==> config.mk <==
export PLATFORM = sky130hd
export DESIGN_NAME = vga_sync_gen
export DESIGN_NICKNAME = d
export VERILOG_FILES = /design/src/rtl/vga_sync_gen.sv
export SDC_FILE = /design/constraint.sdc
export NUM_CORES = 1
export LEC_CHECK = 0
export BUFFER_PORTS_ARGS = -buffer_cell sky130_fd_sc_hd__buf_2
export CORE_ASPECT_RATIO = 1.5
export CORE_MARGIN = 2
export CORE_UTILIZATION = 30
export CTS_CLUSTER_SIZE = 28
export DETAILED_ROUTE_END_ITERATION = 7
export PLACE_DENSITY = 0.49
export RECOVER_POWER = 25
export SYNTH_ARGS = -nofsm -noshare
export SYNTH_HDL_FRONTEND = slang
export SYNTH_SLANG_ARGS = --single-unit
==> constraint.sdc <==
create_clock -name clock -period 5.3 [get_ports clock]
set_input_delay 0.265 -clock clock [delete_from_list [all_inputs] [get_ports clock]]
set_output_delay 0.265 -clock clock [all_outputs]
set_load 0.02 [all_outputs]
==> src/rtl/vga_sync_gen.sv <==
// rtl/vga_sync_gen.sv - 640x480@60Hz VGA timing generator
//
// Purpose:
//   Divides the system clock down to the pixel rate and walks a horizontal /
//   vertical scan position over the full raster (visible area plus porches
//   and sync).  Sync and display-enable are registered decodes of the
//   position the counters are about to take, so they change on the same edge
//   as pixelX/pixelY and cannot glitch.
//
// Ports:
//   clock      system clock, all state on the rising edge
//   reset      asynchronous active-low reset (0 = reset)
//   pixelTick  one-clock pulse, once every CLK_DIV clocks
//   pixelX     horizontal scan position, 0..H_TOTAL-1
//   pixelY     vertical scan position, 0..V_TOTAL-1
//   hsync      horizontal sync, active low
//   vsync      vertical sync, active low
//   videoOn    1 while the scan position is inside the visible area
//   lineTick   one-clock pulse on the last pixel of each line
//   frameTick  one-clock pulse on the last pixel of each frame

module vga_sync_gen #(
  parameter int CLK_DIV   = 4,
  parameter int H_DISPLAY = 640,
  parameter int H_FRONT   = 16,
  parameter int H_SYNC    = 96,
  parameter int H_BACK    = 48,
  parameter int V_DISPLAY = 480,
  parameter int V_FRONT   = 10,
  parameter int V_SYNC    = 2,
  parameter int V_BACK    = 33
) (
  input  logic       clock,
  input  logic       reset,
  output logic       pixelTick,
  output logic [9:0] pixelX,
  output logic [9:0] pixelY,
  output logic       hsync,
  output logic       vsync,
  output logic       videoOn,
  output logic       lineTick,
  output logic       frameTick
);

  localparam int H_TOTAL = H_DISPLAY + H_FRONT + H_SYNC + H_BACK;
  localparam int V_TOTAL = V_DISPLAY + V_FRONT + V_SYNC + V_BACK;

  // CLK_DIV >= 2 keeps this at least one bit wide.
  localparam int DIV_W = $clog2(CLK_DIV);

  localparam logic [DIV_W-1:0] DIV_LAST = DIV_W'(CLK_DIV - 1);
  localparam logic [DIV_W-1:0] DIV_ONE  = DIV_W'(1);

  localparam logic [9:0] H_LAST     = 10'(H_TOTAL - 1);
  localparam logic [9:0] V_LAST     = 10'(V_TOTAL - 1);
  localparam logic [9:0] H_VISIBLE  = 10'(H_DISPLAY);
  localparam logic [9:0] V_VISIBLE  = 10'(V_DISPLAY);
  localparam logic [9:0] HS_START   = 10'(H_DISPLAY + H_FRONT);
  localparam logic [9:0] HS_END     = 10'(H_DISPLAY + H_FRONT + H_SYNC);
  localparam logic [9:0] VS_START   = 10'(V_DISPLAY + V_FRONT);
  localparam logic [9:0] VS_END     = 10'(V_DISPLAY + V_FRONT + V_SYNC);

  logic [DIV_W-1:0] divCount;
  logic [9:0]       hCount;
  logic [9:0]       vCount;
  logic [9:0]       hNext;
  logic [9:0]       vNext;
  logic             hsyncNext;
  logic             vsyncNext;
  logic             videoOnNext;

  // ------------------------------------------------------------------
  // Pixel-rate divider
  // ------------------------------------------------------------------
  assign pixelTick = (divCount == DIV_LAST);

  always_ff @(posedge clock or negedge reset) begin
    if (!reset) begin
      divCount <= '0;
    end else if (pixelTick) begin
      divCount <= '0;
    end else begin
      divCount <= divCount + DIV_ONE;
    end
  end

  // ------------------------------------------------------------------
  // Next scan position.  The counters only move on a pixel tick; the
  // vertical counter steps when the horizontal one wraps.
  // ------------------------------------------------------------------
  always_comb begin
    hNext = hCount;
    vNext = vCount;
    if (pixelTick) begin
      if (hCount == H_LAST) begin
        hNext = '0;
        vNext = (vCount == V_LAST) ? '0 : vCount + 10'd1;
      end else begin
        hNext = hCount + 10'd1;
      end
    end
  end

  always_ff @(posedge clock or negedge reset) begin
    if (!reset) begin
      hCount <= '0;
      vCount <= '0;
    end else begin
      hCount <= hNext;
      vCount <= vNext;
    end
  end

  assign pixelX = hCount;
  assign pixelY = vCount;

  // ------------------------------------------------------------------
  // Sync / display-enable.  Decoding the next position and registering
  // it lines these outputs up with pixelX/pixelY with zero skew.
  // ------------------------------------------------------------------
  always_comb begin
    hsyncNext   = !((hNext >= HS_START) && (hNext < HS_END));
    vsyncNext   = !((vNext >= VS_START) && (vNext < VS_END));
    videoOnNext = (hNext < H_VISIBLE) && (vNext < V_VISIBLE);
  end

  always_ff @(posedge clock or negedge reset) begin
    if (!reset) begin
      hsync   <= 1'b1;
      vsync   <= 1'b1;
      videoOn <= 1'b0;
    end else begin
      hsync   <= hsyncNext;
      vsync   <= vsyncNext;
      videoOn <= videoOnNext;
    end
  end

  // ------------------------------------------------------------------
  // Line / frame strobes, coincident with the tick on the last pixel.
  // ------------------------------------------------------------------
  assign lineTick  = pixelTick && (hCount == H_LAST);
  assign frameTick = lineTick && (vCount == V_LAST);

endmodule

==> results.txt <==
----------------------------------------------------
[Logic synthesis]
  Gate count of the mapped netlist ... 150
  Post-synthesis share of cell area spent on full adders, half adders and majority gates ... 3.472%
  Share of cell area taken by muxes after synthesis ... 2.083%
  Synthesized netlist net count ... 156
  Sequential element share of the synthesized area ... 43.58%
  Register bit total from synthesis ... 25
  Total number of yosys warnings ... 0
  Count of distinct cell types in the synthesized netlist ... 43
  Cell area after synthesis ... 1441 um^2
  Syn Area/Cell ... 9.609 um^2
  Compound-cell area share of the yosys netlist ... 13.45%
  Main combinational cell family by area after synthesis ... simple AND/OR/NAND/NOR gates
  Simple-Gate Fraction of Synth Area ... 27.00%
  Synthesized-area fraction occupied by xor and xnor cells ... 6.076%

[Timing]
  Tightest Pin Transition ... 1330 ps
  Final worst path period need ... 2517 ps
  Final Setup Violations ... 0
  Period Utilization, post-route ... 47.50%
  Post-route setup TNS ... 0 ps
  Number of pins with negative max-slew slack in the final report ... 0
  Final-report hold violation count ... 0
  Final worst-path setup slack ... 2783 ps
  Unrepaired setup endpoints after global routing ... false
  Worst slew slack as a fraction of its limit ... 11.36%
  Hold Slack ... 424.3 ps
  Upper clock frequency limit ... 0.3972 GHz
  Worst clock skew on the final layout ... 2.214 ps

[Drt]
  DRT antenna net count ... 0
  Wire length per cell ... 14.53 um
  Sum of routed wire length over all layers ... 3.487 mm
  Vias per cell ... 5.317
  Vias after detailed routing ... 1276
  DR pass1 iterations ... 4
  Drt first-iter violations ... 59
  DRC violation count after routing ... 0

[Job]
  Number of violations of the max-capacitance limit ... 0

[CTS]
  CTS Root Cell ... sky130_fd_sc_hd__clkbuf_8
  Post-CTS resize count ... 0
  CTS tree ... done
  TritonCTS sink count ... 25
  H-tree lvl count ... 1
  Worst-path clk slew ... 90 ps
  Number of post-CTS setup repair buffers ... 0
  Max clock buf depth ... 2
  Total clock buffers created by CTS ... 3
  Worst skew pair latency ... 270 ps

[Finish]
  P&R area growth vs syn ... 16.49%
  Post-layout nets ... 183
  Fraction of final layout cells with drive strength greater than 1 ... 21.59%
  # diodes ... 0
  Filler Cell Count ... 497
  Leading cell type in the layout, fill and taps excluded ... sky130_fd_sc_hd__buf_2
  Highest-count cells in the layout ignoring fill and taps ... sky130_fd_sc_hd__buf_2 (26), sky130_fd_sc_hd__dfrtp_1 (23), sky130_fd_sc_hd__nand4_1 (11), sky130_fd_sc_hd__nand2_1 (11), sky130_fd_sc_hd__nor2_1 (10)
  Number of standard cells in the layout, taps in and fillers out ... 240

[Place]
  Placed cells ... 235
  Number of I/O port buffers ... 27
  Post-DP HPWL ... 2.621 mm
  Setup WS pre-CTS ... 2797 ps
  RePlAce Congestion ... 0.7802

[Pwr]
  Post-layout total power ... 0.0003101 W
  Power density normalized to cell area ... 184.7 nW/um^2
  Leakage component of the power ... 0.7317 nW
  Worst IR Drop VDD ... 0.08269 mV

[Hold path]
  Hold crit path type ... reg2reg

[Worst setup path]
  Type of element launching the critical path ... register
  Worst setup EP type ... register
  Endpoint arrival time on the critical path ... 2710 ps
  Top delay family on crit path ... simple AND/OR/NAND/NOR gates
  Data required time of the worst path ... 5500 ps
  Cell-by-cell listing of the critical path ... ha_1 -> and4b_1 -> nand3_4 -> inv_1 -> a21oi_1 -> or4_1 -> o2111ai_1
  Critical-path top delay cell ... sky130_fd_sc_hd__or4_1
  Highest fanout seen on the critical path ... 14
  CP bufs+invs ... 1
  Critical path start-end classification ... reg2reg
  Stage delay of the slowest cell on the critical path ... 520 ps

[Global routing]
  Total global routing track utilization ... 14.41%
  Vias in the first global route ... 1246
  Overall overflow remaining after global route ... 0
  Initial antenna violation count ... 0
  First-pass GRT wire length ... 5.906 mm
  Largest net degree at the start of global routing ... 26

[Floorplanning]
  DIE WIDTH ... 60.60 um
  Starting density of the core ... 31.48%
  IO Pins ... 28
  Vertical die dimension ... 88.90 um
  Area of the core ... 4579 um^2
  Die area ... 5387 um^2
  Std cell rows ... 30

[Run status]
  Outcome ... finished clean

----------------------------------------------------
==> worst register-to-register path, stage by stage, from the launching register on <==
cell and delay [ps]:
sky130_fd_sc_hd__dfrtp_1 350, sky130_fd_sc_hd__ha_1 460, sky130_fd_sc_hd__and4b_1 370, sky130_fd_sc_hd__nand3_4 160, sky130_fd_sc_hd__inv_1 330, sky130_fd_sc_hd__a21oi_1 140, sky130_fd_sc_hd__or4_1 520, sky130_fd_sc_hd__o2111ai_1 110
==> stage by stage <==
stage               util (%)  cell area, um^2
global route           36.67             1679
finish                 36.67             1679
floorplan                  -             1441
global placement       35.46             1624
detailed placement     35.46             1624
CTS                    36.69             1680
==> flip-flops by register name, summed over array words and instances (netlist names) <==
register	count
pixelY	10
videoOn	1
pixelX	10
divCount	2
hsync	1
vsync	1
==> power breakdown <==
| group | leakage (nW) | switching (W) | internal [W] |
|---|---|---|---|
| Combinational | 0.383 | 0.00000362 | 0.000000632 |
| Clock | 0.0255 | 0.0000625 | 0.0000527 |
| Sequential | 0.323 | 0 | 0.000191 |
| Total | 0.732 | 0.0000661 | 0.000244 |
==> path summary, 6_finish.rpt <==
kind / startpoint / slack [ps] / endpoint / depth (start not counted)
worst max-delay path: divCount[0] / 2780 / hsync / 7
worst min-delay path: divCount[0] / 420 / divCount[0] / 1
worst max register to register: divCount[0] / 2780 / hsync / 7
worst min register to register: divCount[0] / 420 / divCount[0] / 1
max in group asynchronous: reset / 3710 / pixelX[5] / 2
min in group asynchronous: reset / 810 / pixelY[3] / 2
==> layer usage <==
metal | global-route usage (%) | wire length, um | up-vias
met2 | 25.22 | 1806 | 31
li1 | - | - | 617
met1 | 17.28 | 1509 | 622
met5 | 0 | 0 | -
met3 | 2.026 | 103 | 6
met4 | 5.929 | 69 | 0
==> cell usage after synthesis (all sizes together) <==
master / n / area share (%)
clkbuf: 2 / 0.52
and3b: 1 / 0.61
nand4b: 1 / 0.61
o31ai: 3 / 1.6
a41oi: 1 / 0.61
o2111ai: 2 / 1.2
or2: 2 / 0.87
and4: 2 / 1.2
o22ai: 2 / 0.87
o211a: 1 / 0.69
inv: 8 / 2.1
xnor2: 7 / 4.3
nand4: 11 / 4.8
o31a: 1 / 0.61
or3: 3 / 1.5
buf: 4 / 1.7
a211oi: 2 / 1.0
and3: 4 / 1.7
a222oi: 1 / 0.69
xor2: 3 / 1.8
dfrtp: 23 / 40
a21oi: 4 / 1.4
nand2: 11 / 2.9
o21ai: 8 / 2.8
nor4: 3 / 1.3
or4b: 1 / 0.69
dfstp: 2 / 3.6
o2111a: 1 / 0.78
ha: 4 / 3.5
nor2: 10 / 2.6
mux2i: 3 / 2.1
nand3: 10 / 4.7
a22o: 1 / 0.61
nor3: 3 / 1.0
and4b: 1 / 0.69
or4: 3 / 1.8
o311ai: 1 / 0.61
==> kinds of logic after synthesis <==
family                   Yosys count
adder cells (fa/ha/maj)            4
XOR/XNOR                          10
AO/OA/AOI/OAI                     28
flip-flops                        25
multiplexers                       3
AND/OR/NAND/NOR                   66
buffers and inverters             14
==> cell type report <==
class | count | area [um^2] | share of cell area [%]
clock buffer | 3 | 41.29 | 2.459
inverter | 8 | 30.03 | 1.788
sequential | 25 | 628.1 | 37.41
multi-input combinational | 111 | 750.7 | 44.71
timing repair buffer | 28 | 143.9 | 8.569
tap | 64 | 80.08 | 4.769
clock inverter | 1 | 5.005 | 0.2981
==> timing repair <==
item | CTS | global route
hold buffers | 1 | 0
endpoints found under the hold margin | 23 | 0
setup endpoints to repair | 0 | 0
(Power assumes the default switching activity.)
